--- src/rtl/park_space_allocator.sv ---
`default_nettype none
// ============================================================================
// Module   : park_space_allocator
// Purpose  : Allocates parking spaces to arriving cars. Each request gets the
//            highest-index free space, which is reserved only once the entry
//            gate confirms it. Exits free their space again. Bad exits are
//            flagged, and entries into a full lot are rejected.
// Ports    : clk          - clock, all state changes on its rising edge
//            reset        - asynchronous active-high reset
//            car_in       - entry request, held until granted or withdrawn
//            gate_ack     - gate confirms the car took the granted space
//            car_out      - single-cycle exit event
//            exit_number  - space index freed by car_out
//            grant_valid  - park_number valid, awaiting gate_ack
//            park_number  - granted space index (0 when no grant)
//            full_reject  - one-cycle pulse, no space free
//            exit_err     - one-cycle pulse, exit named free/out-of-range space
//            free_map     - bit i high means space i is free
//            free_count   - number of free spaces
//            entry_total  - accepted entries (PARK_SPACE_STATS_EN only)
//            reject_total - full rejections (PARK_SPACE_STATS_EN only)
// Options  : define PARK_SPACE_STATS_EN to add the 16-bit statistic counters
// Revision : 1.0 - initial release
// ============================================================================
module park_space_allocator #(
    parameter int NUM_SPACES = 8,
    parameter int IDX_W      = 3
) (
    input  logic                  clk,
    input  logic                  reset,
    input  logic                  car_in,
    input  logic                  gate_ack,
    input  logic                  car_out,
    input  logic [IDX_W-1:0]      exit_number,
    output logic                  grant_valid,
    output logic [IDX_W-1:0]      park_number,
    output logic                  full_reject,
    output logic                  exit_err,
    output logic [NUM_SPACES-1:0] free_map,
    output logic [IDX_W:0]        free_count
`ifdef PARK_SPACE_STATS_EN
    ,
    output logic [15:0]           entry_total,
    output logic [15:0]           reject_total
`endif
);

    localparam int           c_pad_w      = 2 ** IDX_W;
    localparam logic [IDX_W:0] c_num_spaces = (IDX_W + 1)'(NUM_SPACES);

    typedef enum logic [1:0] {
        IDLE   = 2'd0,
        SEARCH = 2'd1,
        GRANT  = 2'd2
    } state_t;

    state_t r_state;
    state_t w_state_next;

    logic                  w_take;
    logic                  w_reject;
    logic                  w_accept;
    logic                  w_any_free;
    logic [IDX_W-1:0]      w_high_idx;
    logic                  w_exit_in_range;
    logic                  w_exit_ok;
    logic                  w_exit_bad;
    logic [c_pad_w-1:0]    w_free_pad;
    logic [c_pad_w-1:0]    w_pad_next;
    logic [NUM_SPACES-1:0] w_free_next;

    // Zero-padded view of the map lets any IDX_W-wide index address it safely.
    // Padding bits read as "occupied" but are always masked by the range check.
    assign w_free_pad = c_pad_w'(free_map);
    assign w_any_free = |free_map;

    // Highest-index free space: later iterations override earlier ones.
    always_comb begin
        w_high_idx = '0;
        for (int i = 0; i < NUM_SPACES; i++) begin
            if (free_map[i]) begin
                w_high_idx = IDX_W'(i);
            end
        end
    end

    assign w_accept        = (r_state == GRANT) && gate_ack;
    assign w_exit_in_range = ({1'b0, exit_number} < c_num_spaces);
    assign w_exit_ok       = car_out && w_exit_in_range && !w_free_pad[exit_number];
    assign w_exit_bad      = car_out && !w_exit_ok;

    // Acceptance and a valid exit can never target the same bit: the granted
    // space is free, a valid exit names an occupied one.
    always_comb begin
        w_pad_next = w_free_pad;
        if (w_accept) begin
            w_pad_next[park_number] = 1'b0;
        end
        if (w_exit_ok) begin
            w_pad_next[exit_number] = 1'b1;
        end
        w_free_next = w_pad_next[NUM_SPACES-1:0];
    end

    always_comb begin
        w_state_next = r_state;
        w_take       = 1'b0;
        w_reject     = 1'b0;
        case (r_state)
            IDLE: begin
                if (car_in) begin
                    w_state_next = SEARCH;
                end
            end
            SEARCH: begin
                if (w_any_free) begin
                    w_take       = 1'b1;
                    w_state_next = GRANT;
                end else begin
                    w_reject     = 1'b1;
                    w_state_next = IDLE;
                end
            end
            GRANT: begin
                if (gate_ack || !car_in) begin
                    w_state_next = IDLE;
                end
            end
            default: begin
                w_state_next = IDLE;
            end
        endcase
    end

    always_ff @(posedge clk or posedge reset) begin
        if (reset) begin
            r_state     <= IDLE;
            grant_valid <= 1'b0;
            park_number <= '0;
            full_reject <= 1'b0;
            exit_err    <= 1'b0;
            free_map    <= '1;
            free_count  <= c_num_spaces;
        end else begin
            r_state     <= w_state_next;
            grant_valid <= (w_state_next == GRANT);
            if (w_take) begin
                park_number <= w_high_idx;
            end else if (w_state_next != GRANT) begin
                park_number <= '0;
            end
            full_reject <= w_reject;
            exit_err    <= w_exit_bad;
            free_map    <= w_free_next;
            free_count  <= free_count - (IDX_W + 1)'(w_accept) + (IDX_W + 1)'(w_exit_ok);
        end
    end

`ifdef PARK_SPACE_STATS_EN
    always_ff @(posedge clk or posedge reset) begin
        if (reset) begin
            entry_total  <= '0;
            reject_total <= '0;
        end else begin
            if (w_accept) begin
                entry_total <= entry_total + 16'd1;
            end
            if (w_reject) begin
                reject_total <= reject_total + 16'd1;
            end
        end
    end
`endif

endmodule
`default_nettype wire

--- config.mk ---
export PLATFORM = sky130hd
export DESIGN_NAME = park_space_allocator
export DESIGN_NICKNAME = d
export VERILOG_FILES = /design/src/rtl/park_space_allocator.sv
export SDC_FILE = /design/constraint.sdc
export NUM_CORES = 1
export LEC_CHECK = 0
export BUFFER_PORTS_ARGS = -buffer_cell sky130_fd_sc_hd__buf_2
export CORE_MARGIN = 2
export CORE_UTILIZATION = 50
export CTS_BUF_LIST = sky130_fd_sc_hd__clkbuf_8 sky130_fd_sc_hd__clkbuf_16
export CTS_CLUSTER_SIZE = 16
export DETAILED_ROUTE_END_ITERATION = 10
export PLACE_DENSITY = 0.72
export SETUP_SLACK_MARGIN = 0.4
export SLEW_MARGIN = 20
export SYNTH_ARGS = -nofsm -noshare
export SYNTH_HDL_FRONTEND = slang
export SYNTH_SLANG_ARGS = --single-unit
export TNS_END_PERCENT = 100
--- constraint.sdc ---
create_clock -name clk -period 3.2 [get_ports clk]
set_input_delay 0 -clock clk [delete_from_list [all_inputs] [get_ports clk]]
set_output_delay 0 -clock clk [all_outputs]
set_load 0.01 [all_outputs]
# After elaboration in Yosys (flattened, before gate mapping)
# Index checks and enable logic that the tools add are counted.
# word_totals
ff_bits	20
input_bits	8
elab_cells	57
# classes
add_sub_neg	2
n_lt_le_gt_ge	4
eq_ne	4
mux	25
n_bitwise	3
reduce_logical	12
# op_table
operator	n
$mux W3	7
$mux W8	2
$and A8 B8 Y8	1
$lt A3 B4 Y1 const B	2
$mux W1	8
$mux W2	4
$not A8 Y8	1
$or A8 B8 Y8	1
$reduce_or A8 Y1	1
$demux W1 S3	2
$ge A3 B1 Y1 const B	2
$pmux W2 S3	1
$logic_and A1 B1 Y1	5
$add A4 B1 Y4	1
$eq A2 B2 Y1 const B	2
$sub A4 B1 Y4	1
$bmux W1 S3	1
$logic_not A1 Y1	3
$eq A2 B1 Y1 const B	1
$logic_not A2 Y1	1
$ne A2 B2 Y1 const B	1
$reduce_bool A2 Y1	1
$logic_or A1 B1 Y1	1

# Logic depth before layout (Yosys ltp)
# Gate-level depths: netlist of run 1.
# depth
ltp_word	9
ltp_mapped	11
mapped_depth_nobuf	10

# Worst setup path after synthesis of run 1
# Ideal clock, no wire load.
# synth_path
kind	register -> register
start	register free_map[3]
end	register free_count[2]
setup_time_ps	123
t_arrival_ps	1967
slack_ps	1111
stages_incl_launch_ff	11
path_cell_list	dfstp_2 mux2i_1 o32ai_1 nor4_1 nand2_1 ha_1 inv_1 ha_1 inv_1 fa_1 xnor2_1
# synth_between
elab_chain_len	5
# synth_lines
item	line_no	text
from (decl)	39	output logic [NUM_SPACES-1:0] free_map,
from (signal assigned)	154	free_map <= w_free_next;
$bmux W1 S3	89	assign w_exit_ok = car_out && w_exit_in_range && !w_free_pad[exit_number];
$mux W1 (implied by the code)	89	
$logic_not A1 Y1	89	
$logic_and A1 B1 Y1	89	
$add A4 B1 Y4	155	free_count <= free_count - (IDX_W + 1)'(w_accept) + (IDX_W + 1)'(w_exit_ok);
to (signal assigned)	143	free_count <= c_num_spaces;
to (signal assigned)	155	
to (decl)	40	output logic [IDX_W:0] free_count
# Every way passes these cells. The select of a mux whose other input is x is not followed.
# A chain may end at the register's enable or synchronous reset.

# Worst setup path in the final report of run 1
# Same ends and word-level chain as after synthesis.

==> results_tabular.tex, run 1 <==
\begin{tabular}{lr}
\hline
Metric & Value \\
\hline
\multicolumn{2}{l}{\textbf{GRT}} \\
\quad Remaining global-route overflow & 0 \\
\quad Global-route wire length before repair & 4.07 mm \\
\quad Number of global-route vias before repair & 895 \\
\quad Number of antenna violations at the first check in global routing & 0 \\
\quad Pin count of the biggest net entering global routing & 21 \\
\quad Total Routing Usage GR & 21.2\% \\
\multicolumn{2}{l}{\textbf{CTS}} \\
\quad CTS tree & built \\
\quad Clock transition time at the flip-flop clock pins of the worst setup and hold paths & 0.07 ns \\
\quad Insertion delay of the later-clocked pin in the worst-skew pair & 0.26 ns \\
\quad Number of cells upsized or downsized after cts & 0 \\
\quad Deepest clock path buffer count & 2 \\
\quad Sinks on Clock Net & 20 \\
\quad Count of buffers added by post-CTS timing repair for setup & 0 \\
\quad Clock root cell & sky130\_fd\_sc\_hd\_\_clkbuf\_8 \\
\quad Number of buffers created by CTS & 3 \\
\quad H-tree levels & 1 \\
\multicolumn{2}{l}{\textbf{Run status}} \\
\quad Run status & complete, no violations \\
\multicolumn{2}{l}{\textbf{Die}} \\
\quad Width of the die & 50.3 µm \\
\quad Die height & 50.3 µm \\
\quad Starting density of the core & 54.0\% \\
\quad Total I/O pin count & 26 \\
\quad Core area & 1980 µm² \\
\quad Number of cell rows & 16 \\
\quad Overall die area & 2530 µm² \\
\multicolumn{2}{l}{\textbf{Worst hold path}} \\
\quad Worst hold-check path type & input pin to flop \\
\multicolumn{2}{l}{\textbf{Final layout}} \\
\quad Layout Nets & 143 \\
\quad Diodes inserted & 0 \\
\quad Most common library cell in the layout ignoring fill and taps & sky130\_fd\_sc\_hd\_\_buf\_2 \\
\quad Fraction of final layout cells with drive strength greater than 1 & 34.1\% \\
\quad Layout area overhead & 18.0\% \\
\quad Top library cells by usage in the layout, fill and taps aside & 25 x sky130\_fd\_sc\_hd\_\_buf\_2, 11 x sky130\_fd\_sc\_hd\_\_inv\_1, 11 x sky130\_fd\_sc\_hd\_\_dfrtp\_1, 10 x sky130\_fd\_sc\_hd\_\_nand2\_1, 10 x sky130\_fd\_sc\_hd\_\_o31ai\_1 \\
\quad Number of filler cells placed in the layout & 169 \\
\quad Area of the multi-input gates & 500 µm² \\
\quad Seq. cell area & 512 µm² \\
\multicolumn{2}{l}{\textbf{Pwr}} \\
\quad Proportion of total power due to net switching & 38.5\% \\
\quad Flop pwr share & 44.5\% \\
\quad Cell internal pwr & 0.000688 W \\
\quad Clock power share & 14.8\% \\
\quad Switching power summed over all nets & 0.000431 W \\
\quad Portion of total power attributed to combinational logic & 40.7\% \\
\quad Maximum ir drop on the vdd rail & 0.600 mV \\
\quad Leakage Power & 0.595 nW \\
\quad Total power per unit cell area & 886 nW/µm² \\
\multicolumn{2}{l}{\textbf{Yosys}} \\
\quad Register area share after synthesis & 47.8\% \\
\quad Post-synthesis cell type count & 32 \\
\quad Total number of yosys warnings & 0 \\
\quad Post-synth top area share & 25.7\% \\
\quad Cell area after synthesis & 1070 µm² \\
\quad Syn Area/Cell & 10.5 µm² \\
\quad Total nets after synthesis & 115 \\
\quad Leading cell types by total area after synthesis & sky130\_fd\_sc\_hd\_\_dfrtp\_1 26\%, sky130\_fd\_sc\_hd\_\_dfstp\_2 22\%, sky130\_fd\_sc\_hd\_\_o31ai\_1 7.0\%, sky130\_fd\_sc\_hd\_\_ha\_1 4.7\%, sky130\_fd\_sc\_hd\_\_inv\_1 3.5\% \\
\quad Synthesized netlist cell count & 102 \\
\quad Post-synthesis cell type with the largest combined area & sky130\_fd\_sc\_hd\_\_dfrtp\_1 \\
\quad Post-synthesis register bit count & 20 \\
\multicolumn{2}{l}{\textbf{STA}} \\
\quad Number of endpoints failing setup at the final stage & 0 \\
\quad Worst hold slack across all endpoints & 0.00442 ns \\
\quad Slew Limit Headroom & 50.7\% \\
\quad Total negative slack for setup checks & 0 ns \\
\quad Slew at the pin closest to its max-slew limit & 0.738 ns \\
\quad Fraction of the cycle the final worst path needs & 70.8\% \\
\quad RSZ-0062 raised after global routing & no \\
\quad Hold violation count in the final report & 0 \\
\quad Final Slew Violations & 0 \\
\quad Achievable frequency & 442 MHz \\
\quad Tmin final & 2.26 ns \\
\quad Post-Route Skew & 0.00515 ns \\
\multicolumn{2}{l}{\textbf{Placement}} \\
\quad IO buf count & 25 \\
\quad Total half-perimeter wirelength after legalization and detailed placement & 1.68 mm \\
\quad Final estimated routing congestion in global placement & 0.931 \\
\multicolumn{2}{l}{\textbf{Setup path}} \\
\quad Critical Path RT & 3.34 ns \\
\quad Worst setup SP type & flop \\
\quad Crit path max fanout & 6 \\
\quad Crit. End Element & flop \\
\quad Category of the critical setup timing path & flop to flop \\
\quad CP Data Arrival Time & 2.40 ns \\
\multicolumn{2}{l}{\textbf{Routing}} \\
\quad Wire length per cell after detailed routing & 14.9 µm \\
\quad Remaining DRCs & 0 \\
\quad Number of violations reported at the end of detailed-routing iteration 0 & 51 \\
\quad Total length of routed wires & 2.32 mm \\
\quad First-pass iteration count of the detailed router & 6 \\
\quad Routed via count divided by cell count & 5.62 \\
\quad Post-route antenna net violation count & 0 \\
\quad Vias & 877 \\
\multicolumn{2}{l}{\textbf{Run}} \\
\quad Count of maximum capacitance violations & 0 \\
\hline
\end{tabular}
[kinds of logic after synthesis]
group / after synthesis / synth area share (%)
buffers and inverters: 13 / 5.49
adders and majority gates: 5 / 6.54
muxes: 2 / 1.87
and+or+nand+nor: 32 / 17.2
AOI/OAI and AO/OA: 27 / 18.7
DFF: 20 / 47.8
xor gates and xnor gates: 3 / 2.45
[power by group through the flow]
stage          registers [W]  logic [W]  clock network, W
2_1_floorplan       0.000522   0.000273                 0
3_3_place_gp        0.000495   0.000438                 0
3_5_place_dp        0.000499   0.000455                 0
4_1_cts             0.000496   0.000461          0.000166
5_1_grt             0.000516   0.000512          0.000180
6_report            0.000499   0.000456          0.000165
[area by class of cell]
type	instances	area share, %
Sequential cell	20	40.5
Multi-Input combinational cell	69	39.6
Timing Repair Buffer	26	10.7
Clock buffer	3	3.27
Inverter	10	2.97
Tap cell	27	2.67
Clock inverter	1	0.297
[cells in the mapped netlist (all sizes together)]
master / instances
and3b: 1
dfrtp: 11
o21ai: 7
or2: 2
fa: 1
or2b: 2
and2: 1
o32ai: 1
o31ai: 11
nor3b: 1
nand2: 10
o41ai: 2
inv: 10
nand2b: 4
or4: 1
nor4: 3
dfstp: 9
a21o: 1
nor4b: 1
a22o: 1
buf: 3
ha: 4
a21oi: 4
mux2i: 2
nor3: 2
nor4bb: 1
nor2: 2
nand4: 1
xnor2: 3
[final timing paths]
| kind | to | depth (start not counted) | slack (ns) | from |
|---|---|---|---|---|
| worst max-delay path | free_count[2]$_DFF_PP0_ | 10 | 0.94 | free_map[3]$_DFF_PP1_ |
| worst min-delay path | r_state[0]$_DFF_PP0_ | 2 | 0.004 | car_in |
| worst min register to register | r_state[0]$_DFF_PP0_ | 1 | 0.47 | r_state[1]$_DFF_PP0_ |
| max in group asynchronous | free_count[2]$_DFF_PP0_ | 3 | 2.33 | reset |
| min in group asynchronous | grant_valid$_DFF_PP0_ | 3 | 0.40 | reset |
| worst max register to register | free_count[2]$_DFF_PP0_ | 10 | 0.94 | free_map[3]$_DFF_PP1_ |
[state kept, by name, indices dropped and copies added, names as in the netlist]
signal and count:
r_state 2, park_number 3, full_reject 1, exit_err 1, free_map 8, grant_valid 1
free_count 4
[worst max-delay path, stage by stage (launching register included)]
cell and delay [ns]:
sky130_fd_sc_hd__dfstp_2 0.59, sky130_fd_sc_hd__mux2i_1 0.11, sky130_fd_sc_hd__o32ai_1 0.30, sky130_fd_sc_hd__nor4_1 0.08, sky130_fd_sc_hd__nand2_1 0.08, sky130_fd_sc_hd__ha_1 0.22
sky130_fd_sc_hd__inv_1 0.05, sky130_fd_sc_hd__ha_1 0.15, sky130_fd_sc_hd__inv_1 0.05, sky130_fd_sc_hd__fa_1 0.37, sky130_fd_sc_hd__xnor2_1 0.14
[per-layer routing]
metal  share of wire [%]  vias up  routed length (µm)  track usage (%)
met5                   0        -                   0                0
met3                 7.2        2                 167             3.57
met2                  47       47                1090             34.4
met1                  45      407                1040             29.2
met4                0.65        0                  15             6.02
li1                    -      421                   -                -
[per-stage QoR]
step           total power, W  instance area [µm²]  worst slack [ns]  cells  utilization, %
2_1_floorplan        0.000795                 1070              1.11    102               -
3_3_place_gp         0.000933                 1210              1.04    151            61.0
3_5_place_dp         0.000953                 1210              1.00    151            61.0
4_1_cts               0.00112                 1260             0.973    156            63.8
5_1_grt               0.00121                 1260             0.758    156            63.8
6_report              0.00112                 1260             0.936    156            63.8
[what timing repair did]
action,4_1_cts,5_1_grt
endpoints found under the setup margin,0,0
hold endpoints to repair,11,0
hold buffers,1,0
(Power assumes the default switching activity.)
==> inputs of run 2 (changes only) <==
--- a/config.mk
+++ b/config.mk
@@ -5,9 +5,10 @@
 export SDC_FILE = /design/constraint.sdc
 export NUM_CORES = 1
 export LEC_CHECK = 0
+export ABC_AREA = 1
 export BUFFER_PORTS_ARGS = -buffer_cell sky130_fd_sc_hd__buf_2
 export CORE_MARGIN = 2
-export CORE_UTILIZATION = 50
+export CORE_UTILIZATION = 48
 export CTS_BUF_LIST = sky130_fd_sc_hd__clkbuf_8 sky130_fd_sc_hd__clkbuf_16
 export CTS_CLUSTER_SIZE = 16
 export DETAILED_ROUTE_END_ITERATION = 10
==> constraint.sdc (replaced) <==
create_clock -name clk -period 1.8 [get_ports clk]
set_input_delay 0 -clock clk [delete_from_list [all_inputs] [get_ports clk]]
set_output_delay 0 -clock clk [all_outputs]
set_load 0.01 [all_outputs]
==> run 2 against run 1 <==
Effect of this change:
- the run now ends with negative setup slack left
- register-to-register slack lost 1.2 ns
- critical path type unchanged
- combinational power grew to 2.8 times the previous value
- clock power grew 110%
- first-iteration DRC count shrank 33%
- setup slack lost 1.2 ns
- largest power group is now combinational logic
- die area grew 13%
==> results_tabular.tex, run 2 <==
\begin{tabular}{lr}
\hline
Metric & Value \\
\hline
\multicolumn{2}{l}{\textbf{Run status}} \\
\quad Run status & finished, violations left \\
\quad Failing checks & negative setup slack \\
\multicolumn{2}{l}{\textbf{Yosys}} \\
\quad Cell area after synthesis & 1180 µm² \\
\quad Most used flip-flop cell after synthesis & sky130\_fd\_sc\_hd\_\_dfrtp\_1 \\
\quad Most common cell in the synthesized netlist & sky130\_fd\_sc\_hd\_\_nand2\_1 \\
\quad Leading cell types by total area after synthesis & sky130\_fd\_sc\_hd\_\_dfrtp\_1 23\%, sky130\_fd\_sc\_hd\_\_dfstp\_2 20\%, sky130\_fd\_sc\_hd\_\_nand2\_1 9.6\%, sky130\_fd\_sc\_hd\_\_inv\_1 7.3\%, sky130\_fd\_sc\_hd\_\_nand4\_1 6.4\% \\
\quad Synthesized netlist cell count & 145 \\
\quad Count of flip-flops with a built-in enable after synthesis & 0 \\
\quad Post-synthesis async set-or-reset flop share & 100\% \\
\quad Post-synth top area share & 23.4\% \\
\quad Total number of yosys warnings & 0 \\
\quad Post-synthesis cell type with the largest combined area & sky130\_fd\_sc\_hd\_\_dfrtp\_1 \\
\quad Post-synthesis register bit count & 20 \\
\quad Syn Area/Cell & 8.13 µm² \\
\quad Register area share after synthesis & 43.4\% \\
\quad Post-synthesis cell type count & 27 \\
\quad Total nets after synthesis & 158 \\
\quad Top cells by count, synth & 30 x sky130\_fd\_sc\_hd\_\_nand2\_1, 23 x sky130\_fd\_sc\_hd\_\_inv\_1, 12 x sky130\_fd\_sc\_hd\_\_nand4\_1 \\
\multicolumn{2}{l}{\textbf{Routing}} \\
\quad Total length of routed wires & 3.19 mm \\
\quad Post-route antenna net violation count & 0 \\
\quad Vias & 1177 \\
\quad Number of violations reported at the end of detailed-routing iteration 0 & 34 \\
\quad Wire length per cell after detailed routing & 14.2 µm \\
\quad Routed via count divided by cell count & 5.23 \\
\quad First-pass iteration count of the detailed router & 4 \\
\quad Remaining DRCs & 0 \\
\multicolumn{2}{l}{\textbf{Die}} \\
\quad Die height & 53.6 µm \\
\quad Core area & 2280 µm² \\
\quad Total I/O pin count & 26 \\
\quad Number of cell rows & 17 \\
\quad Overall die area & 2870 µm² \\
\quad Starting density of the core & 51.8\% \\
\quad Width of the die & 53.6 µm \\
\multicolumn{2}{l}{\textbf{Final layout}} \\
\quad Area of the multi-input gates & 619 µm² \\
\quad Utilization after layout & 73.0\% \\
\quad Most common library cell in the layout ignoring fill and taps & sky130\_fd\_sc\_hd\_\_nand2\_1 \\
\quad Layout area overhead & 40.9\% \\
\quad Biggest regs & free\_map: 8 flops, free\_count: 4 flops, park\_number: 3 flops \\
\quad Number of filler cells placed in the layout & 168 \\
\quad Seq. cell area & 512 µm² \\
\quad Top reg by flops & free\_map \\
\quad Final design instance area without fill & 1660 µm² \\
\quad Layout Nets & 211 \\
\quad Max reg flops & 8 \\
\quad Diodes inserted & 0 \\
\quad Top library cells by usage in the layout, fill and taps aside & 26 x sky130\_fd\_sc\_hd\_\_nand2\_1, 25 x sky130\_fd\_sc\_hd\_\_buf\_2, 20 x sky130\_fd\_sc\_hd\_\_buf\_4, 18 x sky130\_fd\_sc\_hd\_\_inv\_1, 12 x sky130\_fd\_sc\_hd\_\_nand4\_1 \\
\quad Fraction of final layout cells with drive strength greater than 1 & 47.2\% \\
\multicolumn{2}{l}{\textbf{Placement}} \\
\quad Total half-perimeter wirelength after legalization and detailed placement & 2.12 mm \\
\quad Final estimated routing congestion in global placement & 0.867 \\
\quad Instance area after placement & 1440 µm² \\
\quad Worst slack after detailed placement & -0.247 ns \\
\quad IO buf count & 25 \\
\multicolumn{2}{l}{\textbf{CTS}} \\
\quad Clock root cell & sky130\_fd\_sc\_hd\_\_clkbuf\_8 \\
\quad H-tree levels & 1 \\
\quad CTS tree & built \\
\quad Number of buffers created by CTS & 3 \\
\quad Insertion delay of the later-clocked pin in the worst-skew pair & 0.26 ns \\
\quad Clock transition time at the flip-flop clock pins of the worst setup and hold paths & 0.07 ns \\
\quad Sinks on Clock Net & 20 \\
\quad Deepest clock path buffer count & 2 \\
\multicolumn{2}{l}{\textbf{STA}} \\
\quad Achievable frequency & 478 MHz \\
\quad Worst hold slack across all endpoints & 0.0615 ns \\
\quad Final setup margin & -0.291 ns \\
\quad Final Slew Violations & 0 \\
\quad Total negative slack for setup checks & -0.785 ns \\
\quad Post-Route Skew & 0.00143 ns \\
\quad Number of endpoints failing setup at the final stage & 6 \\
\quad Tmin final & 2.09 ns \\
\quad Hold violation count in the final report & 0 \\
\quad Slew at the pin closest to its max-slew limit & 0.760 ns \\
\quad Slew Limit Headroom & 49.3\% \\
\quad Fraction of the cycle the final worst path needs & 116\% \\
\quad RSZ-0062 raised after global routing & yes \\
\multicolumn{2}{l}{\textbf{Setup path}} \\
\quad Launch instance of the worst register-to-register path & free\_map[5]\$\_DFF\_PP1\_ \\
\quad Cells along the critical path & inv\_2, nand2\_2, nand3\_2, nand2\_2, nor2\_4, and2\_4, nand2\_4, ha\_4, inv\_2, ha\_4, inv\_2, fa\_1, inv\_1 \\
\quad Category of the critical setup timing path & flop to flop \\
\quad Most frequent cell on the critical path & sky130\_fd\_sc\_hd\_\_inv\_2 \\
\quad Crit. End Element & flop \\
\quad Peak per-stage delay on the critical path & 0.55 ns \\
\quad Crit path max fanout & 2 \\
\quad Critical Path RT & 1.96 ns \\
\quad Worst setup SP type & flop \\
\quad CP Data Arrival Time & 2.25 ns \\
\quad Cell with the biggest individual delay on the critical path & sky130\_fd\_sc\_hd\_\_dfstp\_2 \\
\quad CP startpoint & free\_map[5]\$\_DFF\_PP1\_ \\
\quad Worst R2R Setup Slack & -0.29 ns \\
\multicolumn{2}{l}{\textbf{GRT}} \\
\quad Number of global-route vias before repair & 1155 \\
\quad Remaining global-route overflow & 0 \\
\quad Total Routing Usage GR & 25.0\% \\
\quad Pin count of the biggest net entering global routing & 21 \\
\quad Number of antenna violations at the first check in global routing & 0 \\
\quad Global-route wire length before repair & 5.13 mm \\
\multicolumn{2}{l}{\textbf{Run}} \\
\quad Count of maximum capacitance violations & 0 \\
\multicolumn{2}{l}{\textbf{Worst hold path}} \\
\quad Launch instance of the worst min-delay path & car\_out \\
\quad Worst hold-check path type & input pin to flop \\
\multicolumn{2}{l}{\textbf{Pwr}} \\
\quad Maximum ir drop on the vdd rail & 1.07 mV \\
\quad Leakage Power & 0.834 nW \\
\quad Total power per unit cell area & 1470 nW/µm² \\
\hline
\end{tabular}
[run 2: where the power goes]
group          total, W  internal (W)  switching, W
registers      0.000803      0.000678      0.000125
logic           0.00129      0.000628      0.000660
clock network  0.000345      0.000195      0.000150
[run 2: worst max-delay path, delay by kind of cell, from the launching register on]
family | cells | cell delay [ns]
adders and majority gates | 3 | 0.79
DFF | 1 | 0.55
and+or+nand+nor | 6 | 0.47
buffers and inverters | 4 | 0.18
[run 2: logic make-up after synthesis]
logic type	share of synthesized area, %
flops	43.4
fa+ha+maj	5.95
compound gates	6.58
buf+inv	10.3
simple gates	31.5
xor+xnor	2.23
[run 2: per-stage QoR]
stage	instances	total power [W]
finish	225	0.00243
global route	225	0.00263
CTS	223	0.00236
detailed placement	208	0.00186
global placement	208	0.00182
floorplan	145	0.00141
[run 2: final timing paths]
kind                                                   end  cells after the start
max in group asynchronous       park_number[1]$_DFFE_PP0P_                      3
min in group asynchronous               exit_err$_DFF_PP0_                      3
worst max register to register     free_count[1]$_DFF_PP0_                     13
worst min-delay path                    exit_err$_DFF_PP0_                      3
worst min register to register        r_state[0]$_DFF_PP0_                      1
worst max-delay path               free_count[1]$_DFF_PP0_                     13
[run 2: layer usage]
metal  GRT usage (%)  wire length (µm)  vias up
li1                -                 -      571
met1            29.1              1250      543
met2            45.1              1650       54
met3            5.28               205        9
met4            9.40                76        0
met5               0                 0        -
[run 2: final cells by class]
type / instances / share of cell area (%)
multi-input cells: 97 / 37.3
well taps: 28 / 2.11
repair buffers: 51 / 20.5
clock buffers: 4 / 3.32
inverters: 25 / 5.95
flip-flops and latches: 20 / 30.8
[run 2: repair_timing]
item,4_1_cts,5_1_grt
resized for setup,9,11
hold endpoints to repair,12,0
setup buffers,9,2
endpoints found under the setup margin,4,18
hold buffers,2,0
pin swaps,6,4
==> inputs of run 3 (changes only) <==
--- a/config.mk
+++ b/config.mk
@@ -6,13 +6,13 @@
 export NUM_CORES = 1
 export LEC_CHECK = 0
 export ABC_AREA = 1
-export BUFFER_PORTS_ARGS = -buffer_cell sky130_fd_sc_hd__buf_2
 export CORE_MARGIN = 2
-export CORE_UTILIZATION = 48
+export CORE_UTILIZATION = 53
 export CTS_BUF_LIST = sky130_fd_sc_hd__clkbuf_8 sky130_fd_sc_hd__clkbuf_16
 export CTS_CLUSTER_SIZE = 16
 export DETAILED_ROUTE_END_ITERATION = 10
-export PLACE_DENSITY = 0.72
+export DONT_BUFFER_PORTS = 1
+export PLACE_DENSITY = 0.68
 export SETUP_SLACK_MARGIN = 0.4
 export SLEW_MARGIN = 20
 export SYNTH_ARGS = -nofsm -noshare
==> run 3 against run 2 <==
Effect of this change:
- the run still ends with negative setup slack left
- flip-flop and latch count unchanged
- clock power is 33% higher
- sequential share of layout area grew 1.3 points
- first-iteration DRC count increased by 2.9%
- via count down 3.1%
- non-clock buffer count decreased by 21
- power fell by 6.1%
- combinational power is 24% lower
- sequential power grew 5.7%
- routed wire length fell by 2.8%
- core utilization up 1.2 points
- register-to-register slack about the same
- critical path type unchanged
- highest routed layer unchanged
==> results_tabular.tex, run 3 (same netlist as run 2, synthesis figures left out) <==
\begin{tabular}{lr}
\hline
Metric & Value \\
\hline
\multicolumn{2}{l}{\textbf{Setup path}} \\
\quad Most frequent cell on the critical path & sky130\_fd\_sc\_hd\_\_inv\_2 \\
\quad Crit. End Element & flop \\
\quad Cells along the critical path & inv\_2, nand2\_2, nand3\_2, nand2\_2, nor2\_4, and2\_4, nand2\_4, ha\_4, inv\_2, ha\_4, inv\_2, fa\_2, inv\_2 \\
\quad Category of the critical setup timing path & flop to flop \\
\quad Cell with the biggest individual delay on the critical path & sky130\_fd\_sc\_hd\_\_dfstp\_2 \\
\quad CP Data Arrival Time & 2.25 ns \\
\quad Crit path max fanout & 2 \\
\quad Worst setup SP type & flop \\
\quad Critical Path RT & 1.96 ns \\
\quad Peak per-stage delay on the critical path & 0.55 ns \\
\multicolumn{2}{l}{\textbf{CTS}} \\
\quad Number of buffers created by CTS & 3 \\
\quad CTS tree & built \\
\quad H-tree levels & 1 \\
\quad Insertion delay of the later-clocked pin in the worst-skew pair & 0.27 ns \\
\quad Deepest clock path buffer count & 2 \\
\quad Clock root cell & sky130\_fd\_sc\_hd\_\_clkbuf\_8 \\
\quad Clock transition time at the flip-flop clock pins of the worst setup and hold paths & 0.09 ns \\
\quad Sinks on Clock Net & 20 \\
\multicolumn{2}{l}{\textbf{GRT}} \\
\quad GRT met2 Usage & 43.7\% \\
\quad Pin count of the biggest net entering global routing & 21 \\
\quad Number of antenna violations at the first check in global routing & 0 \\
\quad Global-route layer with the greatest usage & met2 \\
\quad Global-route met3 utilization & 4.97\% \\
\quad Total Routing Usage GR & 26.1\% \\
\quad Number of global-route vias before repair & 1117 \\
\quad Global-route wire length before repair & 4.99 mm \\
\quad GR Layer Usage met1 & 31.7\% \\
\quad Remaining global-route overflow & 0 \\
\multicolumn{2}{l}{\textbf{STA}} \\
\quad Final Slew Violations & 0 \\
\quad Tmin final & 2.09 ns \\
\quad RSZ-0062 raised after global routing & yes \\
\quad Post-Route Skew & 0.0115 ns \\
\quad Slew Limit Headroom & 49.0\% \\
\quad Final setup margin & -0.292 ns \\
\quad Achievable frequency & 478 MHz \\
\quad Fraction of the cycle the final worst path needs & 116\% \\
\quad Hold violation count in the final report & 0 \\
\quad Slew at the pin closest to its max-slew limit & 0.764 ns \\
\quad Number of endpoints failing setup at the final stage & 3 \\
\multicolumn{2}{l}{\textbf{Final layout}} \\
\quad Number of filler cells placed in the layout & 168 \\
\quad Non-filler cells, final & 204 \\
\quad Layout Nets & 190 \\
\quad Top reg by flops & free\_map \\
\quad Diodes inserted & 0 \\
\quad Most common library cell in the layout ignoring fill and taps & sky130\_fd\_sc\_hd\_\_nand2\_1 \\
\quad Fraction of final layout cells with drive strength greater than 1 & 31.8\% \\
\quad Top library cells by usage in the layout, fill and taps aside & 28 x sky130\_fd\_sc\_hd\_\_nand2\_1, 17 x sky130\_fd\_sc\_hd\_\_inv\_1, 15 x sky130\_fd\_sc\_hd\_\_dlygate4sd3\_1, 15 x sky130\_fd\_sc\_hd\_\_buf\_4, 12 x sky130\_fd\_sc\_hd\_\_nand4\_1 \\
\quad Layout area overhead & 35.1\% \\
\quad Max reg flops & 8 \\
\quad Biggest regs & free\_map: 8 flops, free\_count: 4 flops, park\_number: 3 flops \\
\quad Final design instance area without fill & 1590 µm² \\
\multicolumn{2}{l}{\textbf{Pwr}} \\
\quad Maximum ir drop on the vdd rail & 1.23 mV \\
\quad Total power per unit cell area & 1440 nW/µm² \\
\quad Leakage Power & 0.758 nW \\
\multicolumn{2}{l}{\textbf{Die}} \\
\quad Core area & 2150 µm² \\
\quad Starting density of the core & 54.9\% \\
\quad Die height & 51.2 µm \\
\quad Overall die area & 2620 µm² \\
\quad Total I/O pin count & 26 \\
\quad Number of cell rows & 17 \\
\quad Width of the die & 51.2 µm \\
\multicolumn{2}{l}{\textbf{Routing}} \\
\quad First-pass iteration count of the detailed router & 4 \\
\quad Post-route antenna net violation count & 0 \\
\quad Routed via count divided by cell count & 5.59 \\
\quad Number of violations reported at the end of detailed-routing iteration 0 & 35 \\
\quad Total length of routed wires & 3.10 mm \\
\quad Remaining DRCs & 0 \\
\quad Vias & 1140 \\
\quad Wire length per cell after detailed routing & 15.2 µm \\
\multicolumn{2}{l}{\textbf{Placement}} \\
\quad Instance area after placement & 1310 µm² \\
\quad Final estimated routing congestion in global placement & 0.850 \\
\quad Total half-perimeter wirelength after legalization and detailed placement & 2.00 mm \\
\quad Number of cells after detailed placement & 183 \\
\quad IO buf count & 0 \\
\multicolumn{2}{l}{\textbf{Worst hold path}} \\
\quad Worst hold-check path type & input pin to flop \\
\multicolumn{2}{l}{\textbf{Run status}} \\
\quad Failing checks & negative setup slack \\
\quad Run status & finished, violations left \\
\multicolumn{2}{l}{\textbf{Run}} \\
\quad Count of maximum capacitance violations & 0 \\
\hline
\end{tabular}
-- run 3: timing repair --
item / CTS / global route
pin swaps: 3 / 5
endpoints found under the setup margin: 4 / 9
resized for setup: 7 / 4
hold endpoints to repair: 22 / 0
hold buffers: 15 / 0
setup buffers: 1 / 1
-- run 3: path summary, 6_finish.rpt --
| check | from | end | slack [ns] | cells past startpoint |
|---|---|---|---|---|
| max reg2reg | free_map[5]$_DFF_PP1_ | free_count[1]$_DFF_PP0_ | -0.29 | 13 |
| min in group asynchronous | reset | r_state[1]$_DFF_PP0_ | 0.31 | 2 |
| max | free_map[5]$_DFF_PP1_ | free_count[1]$_DFF_PP0_ | -0.29 | 13 |
| min | car_out | free_count[0]$_DFF_PP0_ | 0.17 | 4 |
| max in group asynchronous | reset | exit_err$_DFF_PP0_ | 1.00 | 2 |
| min reg2reg | r_state[1]$_DFF_PP0_ | r_state[0]$_DFF_PP0_ | 0.49 | 1 |
-- run 3: cell type report --
| type | instances | area [µm²] | share of cell area, % |
|---|---|---|---|
| well taps | 28 | 35.0 | 2.20 |
| repair buffers | 30 | 263 | 16.5 |
| inverters | 25 | 98.8 | 6.21 |
| clock buffers | 3 | 41.3 | 2.59 |
| multi-input cells | 97 | 613 | 38.5 |
| flip-flops and latches | 20 | 512 | 32.1 |
| clock inverters | 1 | 30.0 | 1.89 |
-- run 3: power by group --
part	leakage (nW)	switching [W]	internal, W	total [W]
clock network	0.0357	0.000163	0.000297	0.000460
logic	0.488	0.000534	0.000445	0.000978
registers	0.235	0.000171	0.000678	0.000849
total	0.758	0.000868	0.00142	0.00229
-- run 3: worst max-delay path: cells and delay by family (launching register included) --
family        cells  cell delay [ns]
fa+ha+maj         3             0.83
flops             1             0.55
simple gates      6             0.44
buf+inv           4             0.16
-- run 3: routing by layer --
metal	vias up	part of all wire [%]	routed length (µm)
li1	531	-	-
met1	541	39	1190
met2	58	51	1570
met3	10	7.6	236
met4	0	3.2	99
met5	-	0	0
-- run 3: metrics by stage --
| stage | util (%) | power [W] | setup WS, ns | setup TNS, ns | hold slack (ns) |
|---|---|---|---|---|---|
| after floorplan | - | 0.00141 | -0.270 | -0.569 | -0.0428 |
| after global placement | 61.2 | 0.00168 | -0.213 | -0.423 | 0.0613 |
| after detailed placement | 61.2 | 0.00171 | -0.259 | -0.517 | 0.0626 |
| after CTS | 73.2 | 0.00225 | -0.283 | -0.524 | 0.172 |
| after global routing | 74.1 | 0.00243 | -0.354 | -0.820 | 0.178 |
| final | 74.1 | 0.00229 | -0.292 | -0.576 | 0.171 |
